<file path="src/rtl/z1060_flop_pkg.sv">
// rtl/z1060_flop_pkg.sv - Z1060 flop slice types: mode enum, init values, FSM states.
// READBACK state exists only with CFG_FLOP_SLICE_READBACK_EN.
package z1060_flop_pkg;

   localparam int MODEW = 3;

   typedef enum logic [2:0] {
      MODE_DFF   = 3'd0,
      MODE_DFFE  = 3'd1,
      MODE_DFFH  = 3'd2,
      MODE_DFFL  = 3'd3,
      MODE_DFFR  = 3'd4,
      MODE_DFFEH = 3'd5,
      MODE_DFFEL = 3'd6,
      MODE_DFFER = 3'd7
   } mode_e;

   typedef enum logic [1:0] {
      ST_UNCFG  = 2'd0,
      ST_LOAD   = 2'd1,
`ifdef CFG_FLOP_SLICE_READBACK_EN
      ST_ACTIVE = 2'd2,
      ST_READBACK = 2'd3
`else
      ST_ACTIVE = 2'd2
`endif
   } state_e;

   // Also the value a sync set/reset mode forces while r is low.
   function automatic logic mode_init(input mode_e mode);
      return (mode == MODE_DFFH) || (mode == MODE_DFFEH);
   endfunction

endpackage

</file>
<file path="src/rtl/cfg_flop_cell.sv">
// rtl/cfg_flop_cell.sv - One user flop whose primitive type is chosen by a 3-bit mode.
module cfg_flop_cell
   import z1060_flop_pkg::*;
(
   input  logic  clk,
   input  logic  rst_n,
   input  mode_e mode,
   input  logic  commit,
   input  logic  init,
   input  logic  d,
   input  logic  e,
   input  logic  r,
   output logic  q
);

   logic q_q;
   logic q_d;
   logic async_m;
   logic sync_m;
   logic en_m;

   always_comb begin
      async_m = (mode == MODE_DFFR) || (mode == MODE_DFFER);
      sync_m  = mode inside {MODE_DFFH, MODE_DFFL, MODE_DFFEH, MODE_DFFEL};
      en_m    = mode inside {MODE_DFFE, MODE_DFFEH, MODE_DFFEL, MODE_DFFER};
      q_d     = q_q;
      if (commit) begin
         q_d = init;
      end else if ((async_m || sync_m) && !r) begin
         q_d = sync_m ? mode_init(mode) : 1'b0;
      end else if (!en_m || e) begin
         q_d = d;
      end
   end

   always_ff @(posedge clk) begin
      if (!rst_n) begin
         q_q <= 1'b0;
      end else begin
         q_q <= q_d;
      end
   end

   // Async clear is seen on q without waiting for an edge.
   assign q = (async_m && !r) ? 1'b0 : q_q;

endmodule

</file>
<file path="src/rtl/cfg_flop_slice.sv">
// rtl/cfg_flop_slice.sv - Z1060 configurable flop slice with serial mode load.
// Optional mode readback port enabled by CFG_FLOP_SLICE_READBACK_EN.
module cfg_flop_slice #(
   parameter int NFLOPS = 8,
   parameter int MODEW  = 3
) (
   input  logic              clk,
   input  logic              rst_n,
   input  logic              cfg_start,
   input  logic              cfg_valid,
   input  logic              cfg_bit,
   output logic              cfg_ready,
   output logic              cfg_done,
   output logic              configured,
   input  logic [NFLOPS-1:0] d,
   input  logic [NFLOPS-1:0] e,
   input  logic [NFLOPS-1:0] r,
   output logic [NFLOPS-1:0] q
`ifdef CFG_FLOP_SLICE_READBACK_EN
   ,
   input  logic              rb_req,
   output logic              rb_valid,
   output logic              rb_bit,
   input  logic              rb_ready
`endif
);

   import z1060_flop_pkg::*;

   localparam int NBITS = NFLOPS * MODEW;
   localparam int CNTW  = $clog2(NBITS + 1);
   localparam logic [CNTW-1:0] LAST = CNTW'(NBITS - 1);

   state_e            state_q;
   logic [NBITS-1:0]  shadow_q;
   logic [NBITS-1:0]  mode_q;
   logic [CNTW-1:0]   cnt_q;
   logic [CNTW-1:0]   cnt_d;
   logic              cfg_ready_q;
   logic              cfg_done_q;
   logic              configured_q;
   logic              commit_q;
   mode_e             cell_mode [NFLOPS];
   logic [NFLOPS-1:0] cell_init;
   logic [NFLOPS-1:0] cell_d;
`ifdef CFG_FLOP_SLICE_READBACK_EN
   logic              rb_valid_q;
   logic              rb_bit_q;
`endif

   assign cnt_d = cnt_q + 1'b1;

   always_ff @(posedge clk) begin
      if (!rst_n) begin
         state_q      <= ST_UNCFG;
         shadow_q     <= '0;
         cnt_q        <= '0;
         cfg_ready_q  <= 1'b0;
         cfg_done_q   <= 1'b0;
         configured_q <= 1'b0;
         commit_q     <= 1'b0;
`ifdef CFG_FLOP_SLICE_READBACK_EN
         rb_valid_q   <= 1'b0;
         rb_bit_q     <= 1'b0;
`endif
      end else begin
         cfg_done_q <= 1'b0;
         commit_q   <= 1'b0;
         if (cfg_start) begin
            state_q     <= ST_LOAD;
            cnt_q       <= '0;
            shadow_q    <= '0;
            cfg_ready_q <= 1'b1;
`ifdef CFG_FLOP_SLICE_READBACK_EN
            rb_valid_q  <= 1'b0;
`endif
         end else begin
            case (state_q)
               ST_LOAD: begin
                  if (cfg_valid && cfg_ready_q) begin
                     shadow_q <= {cfg_bit, shadow_q[NBITS-1:1]};
                     if (cnt_q == LAST) begin
                        cnt_q        <= '0;
                        cfg_ready_q  <= 1'b0;
                        cfg_done_q   <= 1'b1;
                        commit_q     <= 1'b1;
                        configured_q <= 1'b1;
                        state_q      <= ST_ACTIVE;
                     end else begin
                        cnt_q <= cnt_d;
                     end
                  end
               end
`ifdef CFG_FLOP_SLICE_READBACK_EN
               // Wait out a pending commit so readback shows the new modes.
               ST_ACTIVE: begin
                  if (rb_req && !commit_q) begin
                     state_q    <= ST_READBACK;
                     cnt_q      <= '0;
                     rb_valid_q <= 1'b1;
                     rb_bit_q   <= mode_q[0];
                  end
               end
               ST_READBACK: begin
                  if (rb_valid_q && rb_ready) begin
                     if (cnt_q == LAST) begin
                        cnt_q      <= '0;
                        rb_valid_q <= 1'b0;
                        state_q    <= ST_ACTIVE;
                     end else begin
                        cnt_q    <= cnt_d;
                        rb_bit_q <= mode_q[cnt_d];
                     end
                  end
               end
`endif
               default: ;
            endcase
         end
      end
   end

   always_ff @(posedge clk) begin
      if (!rst_n) begin
         mode_q <= '0;
      end else if (commit_q) begin
         mode_q <= shadow_q;
      end
   end

   // Unconfigured cells sit in mode 0 with d forced low, so q holds 0.
   always_comb begin
      for (int i = 0; i < NFLOPS; i++) begin
         cell_mode[i] = mode_e'(mode_q[i*MODEW +: MODEW]);
         cell_init[i] = mode_init(mode_e'(shadow_q[i*MODEW +: MODEW]));
         cell_d[i]    = d[i] & configured_q;
      end
   end

   for (genvar i = 0; i < NFLOPS; i++) begin : g_cell
      cfg_flop_cell u_cell (
         .clk    (clk),
         .rst_n  (rst_n),
         .mode   (cell_mode[i]),
         .commit (commit_q),
         .init   (cell_init[i]),
         .d      (cell_d[i]),
         .e      (e[i]),
         .r      (r[i]),
         .q      (q[i])
      );
   end

   assign cfg_ready  = cfg_ready_q;
   assign cfg_done   = cfg_done_q;
   assign configured = configured_q;
`ifdef CFG_FLOP_SLICE_READBACK_EN
   assign rb_valid   = rb_valid_q;
   assign rb_bit     = rb_bit_q;
`endif

endmodule

</file>
<file path="config.mk">
export PLATFORM = sky130hd
export DESIGN_NAME = cfg_flop_slice
export DESIGN_NICKNAME = d
export VERILOG_FILES = /design/src/rtl/z1060_flop_pkg.sv /design/src/rtl/cfg_flop_cell.sv /design/src/rtl/cfg_flop_slice.sv
export SDC_FILE = /design/constraint.sdc
export NUM_CORES = 1
export LEC_CHECK = 0
export CAP_MARGIN = 10
export CORE_MARGIN = 4
export CORE_UTILIZATION = 55
export DETAILED_ROUTE_END_ITERATION = 8
export GPL_TIMING_DRIVEN = 0
export PLACE_DENSITY = 0.86
export REMOVE_ABC_BUFFERS = 1
export SLEW_MARGIN = 20
export SYNTH_ARGS = -nofsm -noshare
export SYNTH_HDL_FRONTEND = slang
export SYNTH_HIERARCHICAL = 1
export SYNTH_SLANG_ARGS = --single-unit
export TNS_END_PERCENT = 100
</file>
<file path="constraint.sdc">
create_clock -name clk -period 2.1 [get_ports clk]
set_input_delay 0.525 -clock clk [delete_from_list [all_inputs] [get_ports clk]]
set_output_delay 0.525 -clock clk [all_outputs]
set_load 0.02 [all_outputs]
</file>
==> run metrics, run 1 <==
outcome completed; Area growth syn-to-layout 18.53%; CTS sink cnt 65; post-DP HPWL 4297 µm; CORE AREA between 5000 and 6000 µm²; IO Count 40; grt total ovfl 0; Bufs on Longest Clock Path 2; Sw Share 21.41%; ant diodes 0; Critical Path, Cell by Cell clkdlybuf4s50_1 > and2b_1 > a21boi_2 > buf_4; EDFF count, synth 0; Critical Path RT 1.57 ns; Synth Area in Simple Gates 24.52%; Post-synth top cells 66 x nand2_1, 65 x dfxtp_1, 40 x mux2i_1; Iter 0 DRT Violations 158; Sw Pwr 486.4 µW; Final Hold Fails 0; period utilization about 98%; die width 85.00 µm; Area contributors post-synth dfxtp_1 40%, mux2i_1 12%, nand2_1 7.6%; Peak VDD IR 0.4998 mV; Pins Over Slew Limit 0; crit path max fanout 3; FILL cells about 440; compound-gate portion of the synthesized area approximately 17%; Slowest-stage cell, CP clkdlybuf4s50_1; Post-Synth Adder-Cell Area less than 1%; register area share after synthesis 39.91%; Syn. warnings 6; GRT Total Usage between 10% and 20%; total negative slack 0 ns; routed wire length roughly 6700 µm; area share of the largest cell type after synthesis 39.91%; WL per Instance roughly 14 µm; Slew headroom a little over half; R2R Setup Slk 0.35 ns; later-pin clock latency in the skew report around 0.34 ns; Worst Skew 0.004188 ns; FF+latch count, synth 65; count leader, synth nand2_1; synth unique cells 33; CTS tree yes; Main synth FF type dfxtp_1; Slew @ Worst Pin roughly 0.68 ns; global-route wire length before repair 11310 µm; final setup vio count 0; Async SR Flop Fraction 0%; Final Wtd Congestion 0.7831; cell row count 27; largest family of logic cells by synthesized area simple AND/OR/NAND/NOR gates; mux cell area share after synthesis 12.28%; TritonRoute pass-1 iters 4; class of the worst hold path reg2reg; unrepaired setup endpoints after global routing false; CTS H-tree depth 3; post-route design area 3865 µm²; total CTS buffers 9; Max-Cap Viols 0; Inst Count DP 467; Crit path largest cell delay 0.52 ns; clock network power share 39.5%; Post-Place Cell Area between 3000 and 4000 µm²; Critical Path AT 1.52 ns; register area 1306 µm²; critical path class in2out; clock root buffer clkbuf_8; crit path launch type primary input; largest net degree at the start of global routing 38; Chip Height 85.00 µm; Power Total between 2 and 2.5 mW; fmax a little under 500 MHz; die area 7224 µm²; Initial Util 57.80%; Routed Antenna Nets 0; non-filler cells, final 483; final worst slack 0.05168 ns; Post-route DRC 0; vias in the first global route 2518; layout cells sized above 1 between 10% and 20%; Post-Syn Area around 3300 µm²; hold buffers post-CTS 0; initial antenna violation count 0; vias 2710; Nets 438; Sequential Power Share 54.6%; Critical Path Sink Type output port; DP Worst Slack -0.5968 ns; via/cell ratio 5.611; Leakage Power 1.190 nW; IO buf count 39; final worst path period need 2.048 ns; post-synthesis instance total 370; Multi-input gate area 1872 µm²; Synth area leader dfxtp_1; xor and xnor area share after synthesis 2.149%; internal power 1.786 mW; syn avg cell area around 8.8 µm²; Fin Hold WS 0.4776 ns; Comb power frac 5.9%; Layout Utilization 68.51%; Power Dens Cells 587.9 nW/µm²; Worst-path clk slew 0.06 ns
## registers in the layout, indices dropped and copies added, names as in the netlist
name	cells
configured	1
commit_q	1
mode_q	24
g_cell.u_cell/q_q	8
state_q	2
cnt_q	5
shadow_q	24
## power by group through the flow
stage / Sequential (mW) / Clock [mW] / Combinational [mW]
final: 1.24 / 0.898 / 0.133
after global routing: 1.24 / 0.971 / 0.144
after CTS: 1.24 / 0.917 / 0.133
after detailed placement: 1.27 / 0 / 0.130
after global placement: 1.27 / 0 / 0.129
after floorplan: 1.27 / 0 / 0.0482
## cells in the final DEF (no fill, tap or decap), types with 2 or more instances in the layout
master            n
or2_1             8
a21boi_2          5
a21oi_1          29
a31oi_1           8
and2b_2           3
xnor2_1           8
nand3b_1          8
buf_4             6
nor2_1            2
dfxtp_1          63
and2_1            9
clkdlybuf4s50_1  28
mux2i_1          40
nand2_1          66
o221ai_1          8
a21boi_1          3
or3_1             9
and2b_1           6
clkbuf_1          3
clkbuf_8         11
nor2b_1          25
o41ai_1           8
o21ai_0          12
o21ba_2           8
nand2b_1          6
dlymetal6s2s_1    2
or4_1             2
inv_1            10
buf_2             3
## worst paths after layout
| check | cells past startpoint | endpoint | startpoint |
|---|---|---|---|
| min | 2 | cnt_q[1] | cnt_q[1] |
| min reg2reg | 2 | cnt_q[1] | cnt_q[1] |
| max reg2reg | 3 | cnt_q[2] | state_q[0] |
| max | 4 | q[2] | r[2] |
## routing by layer
layer	routed length, µm	track usage, %	up-vias
met5	0	0	-
met1	2954	22.77	1279
met3	474	5.825	5
met4	72	8.633	0
met2	3209	32.42	60
li1	-	-	1366
## kinds of logic after synthesis
family                     Yosys count
AOI/OAI and AO/OA                   84
muxes                               40
buffers and inverters               25
DFF                                 65
and+or+nand+nor                    147
adders and majority gates            1
xor gates and xnor gates             8
## timing repair
item / 4_1_cts / 5_1_grt
gates resized for setup: 47 / 19
gates cloned: 1 / 0
endpoints found under the setup margin: 12 / 8
pin swaps: 1 / 1
endpoints found under the hold margin: 0 / 0
buffers inserted: 1 / 0
## final cells by class
class                   count  area share (%)
repair buffers             41           10.26
well taps                  72           2.331
flip-flops and latches     65           33.80
clock buffers              14           4.208
inverters                  10          0.9712
multi-input cells         281           48.43
## worst max-delay path: cells and delay by family
kind / cells / cell delay, ns
AOI/OAI and AO/OA: 1 / 0.11
buffers and inverters: 2 / 0.66
and+or+nand+nor: 1 / 0.22
Power figures use the tool's default switching activity.
==> run 2: changes to the inputs <==
- CORE_UTILIZATION: 55 -> 63
- DONT_BUFFER_PORTS: unset -> 1
==> run 2 against run 1 <==
  * Global-route usage increased by 2.4 points
  * Worst setup slack improved by 0.10 ns
  * First-iteration DRC count decreased by 9.5%
  * Via count decreased by 6.5%
  * Worst hold slack got worse by 0.18 ns
  * Critical path depth decreased by 2
  * Clock skew decreased by 0.0013 ns
  * Combinational power decreased by 54%
  * Die area decreased by 12%
  * Final area decreased by 11%
  * Sequential power about the same
==> run metrics, run 2 (synthesis gave the netlist of run 1 again) <==
post-CTS setup buffer count 0 (-1); Slew headroom 54.09% (-0.69 points); Sequential Power Share 57.1% (+2.5 points); Pins Over Slew Limit 0 (unchanged); outcome completed; global-route wire length before repair 11010 µm (-2.7%); fmax 514.5 MHz (+5.4%); Area growth syn-to-layout 5.219%; Power Dens Cells 634.6 nW/µm² (+7.9%); Sw Share 21.68% (+0.27 points); commonest cells after routing, fill and taps aside 66 x nand2_1, 64 x dfxtp_1, 40 x mux2i_1; Reg2Reg Depth 3 (unchanged); Iter 0 DRT Violations 143 (-9.5%); CTS tree yes; period utilization 92.55% (-5.0 points); Slew @ Worst Pin 0.6826 ns (+0.006343 ns); Inst Count DP 422 (-9.6%); Chip Height 79.94 µm (-5.9%); vias in the first global route 2490 (-1.1%); CTS sink cnt 65 (unchanged); ant diodes 0 (unchanged); Peak VDD IR 0.5543 mV (+11%); reg2reg start state_q[0]; crit path max fanout 5 (+2); Bufs on Longest Clock Path 2 (unchanged); post-DP HPWL 4024 µm (-6.4%); Critical Path RT 1.57 ns (about the same); via/cell ratio 5.799 (+3.3%); Leakage Power 0.9810 nW (-18%); Comb power frac 2.8% (-3.1 points); CTS H-tree depth 3 (unchanged); total negative slack 0 ns (unchanged); IO Count 40 (unchanged); crit path launch type register; Hold Path Cell Cnt 2 (unchanged); clock network power share 40.1% (+0.6 points); total CTS buffers 9 (unchanged); internal power 1.705 mW (-4.5%); class of the worst hold path in2reg; die width 79.94 µm (-5.9%); critical path class reg2out; Sw Pwr 472.0 µW (-3.0%); die area 6390 µm² (-12%); top flop regs mode_q (24), shadow_q (24), g_cell.u_cell/q_q (8); most common library cell in the layout ignoring fill and taps nand2_1; Layout Utilization 70.31% (+1.8 points); Max-Cap Viols 0 (unchanged); later-pin clock latency in the skew report 0.34 ns (about the same); initial antenna violation count 0 (unchanged); hold buffers post-CTS 0 (unchanged); unrepaired setup endpoints after global routing false; layout cells sized above 1 6.486% (-4.0 points); CORE AREA 4880 µm² (-14%); crit path from mode_q[1]; Final Wtd Congestion 0.7828 (about the same); final worst path period need 1.943 ns (-0.1048 ns); IO buf count 0 (-100%); Final Hold Fails 0 (unchanged); Post-route DRC 0 (unchanged); Worst-path clk slew 0.06 ns (about the same); clock root buffer clkbuf_8; Critical Path Sink Type output port; Initial Util 66.82% (+9.0 points); Nets 397 (-9.4%); Routed Antenna Nets 0 (unchanged); grt total ovfl 0 (unchanged); routed wire length 6232 µm (-7.1%); vias 2534 (-6.5%); final setup vio count 0 (unchanged); worst hold path startpoint cfg_start; cell row count 25 (-7.4%); Worst Skew 0.002934 ns (-0.001255 ns); TritonRoute pass-1 iters 4 (unchanged); non-filler cells, final 437 (-9.5%); GRT Total Usage 21.81% (+2.4 points); largest net degree at the start of global routing 50 (+32%); Critical Path AT 1.42 ns (-0.10 ns); WL per Instance 14.26 µm (+2.6%)
-- run 2: changes by cell type in the layout (fill, tap and decap cells not counted), moves of 3 or more --
| cell | before | now |
|---|---|---|
| buf_2 | 3 | 0 |
| a21boi_0 | 0 | 6 |
| clkdlybuf4s50_1 | 28 | 0 |
| buf_4 | 6 | 0 |
| a21boi_2 | 5 | 0 |
-- run 2: layout make-up --
class | count | area (µm²)
Clock buffer | 13 | 148.9
Clock inverter | 1 | 5.005
Fill cell | 413 | 1449
Inverter | 10 | 37.54
Multi-Input combinational cell | 281 | 1851
Sequential cell | 65 | 1305
Tap cell | 67 | 83.83
-- run 2: routing by layer --
layer,up-vias,share of wire (%),GRT usage [%]
met5,-,0,0
li1,1283,-,-
met2,51,48,37.09
met4,0,1.6,6.250
met1,1194,45,25.93
met3,6,5.0,7.449
-- run 2: path summary, 6_finish.rpt --
check                             endpoint  slack [ns]
worst min-delay path            state_q[0]        0.30
worst min register to register    cnt_q[1]        0.49
worst max register to register    cnt_q[2]        0.28
worst max-delay path                  q[0]        0.16
-- run 2: repair_timing --
item                                   4_1_cts  5_1_grt
endpoints found under the hold margin        0        0
pin swaps                                    1        0
gates resized for setup                      0        2
cloned                                       1        0
setup endpoints to repair                    1        2
-- run 2: critical path, cell delays in order, from the launching register on --
cell and delay, ns:
dfxtp_1 0.43, xnor2_1 0.09, a21boi_0 0.56
-- run 2: power groups by stage --
stage / Sequential (mW) / Clock (mW) / Combinational [mW]
6_report: 1.24 / 0.874 / 0.0610
2_1_floorplan: 1.27 / 0 / 0.0482
4_1_cts: 1.24 / 0.890 / 0.0614
5_1_grt: 1.24 / 0.951 / 0.0683
3_5_place_dp: 1.27 / 0 / 0.0596
3_3_place_gp: 1.27 / 0 / 0.0578
-- run 2: per-stage QoR --
step / hold slack [ns] / power, mW / worst slack [ns] / cell area, µm²
4_1_cts: 0.2863 / 2.193 / 0.01312 / 3431
2_1_floorplan: 0.4531 / 1.317 / 0.1028 / 3182
6_report: 0.2968 / 2.177 / 0.1565 / 3431
3_5_place_dp: 0.4761 / 1.328 / -0.04692 / 3269
3_3_place_gp: 0.4628 / 1.328 / -0.3274 / 3266
5_1_grt: 0.3004 / 2.261 / 0.05154 / 3431
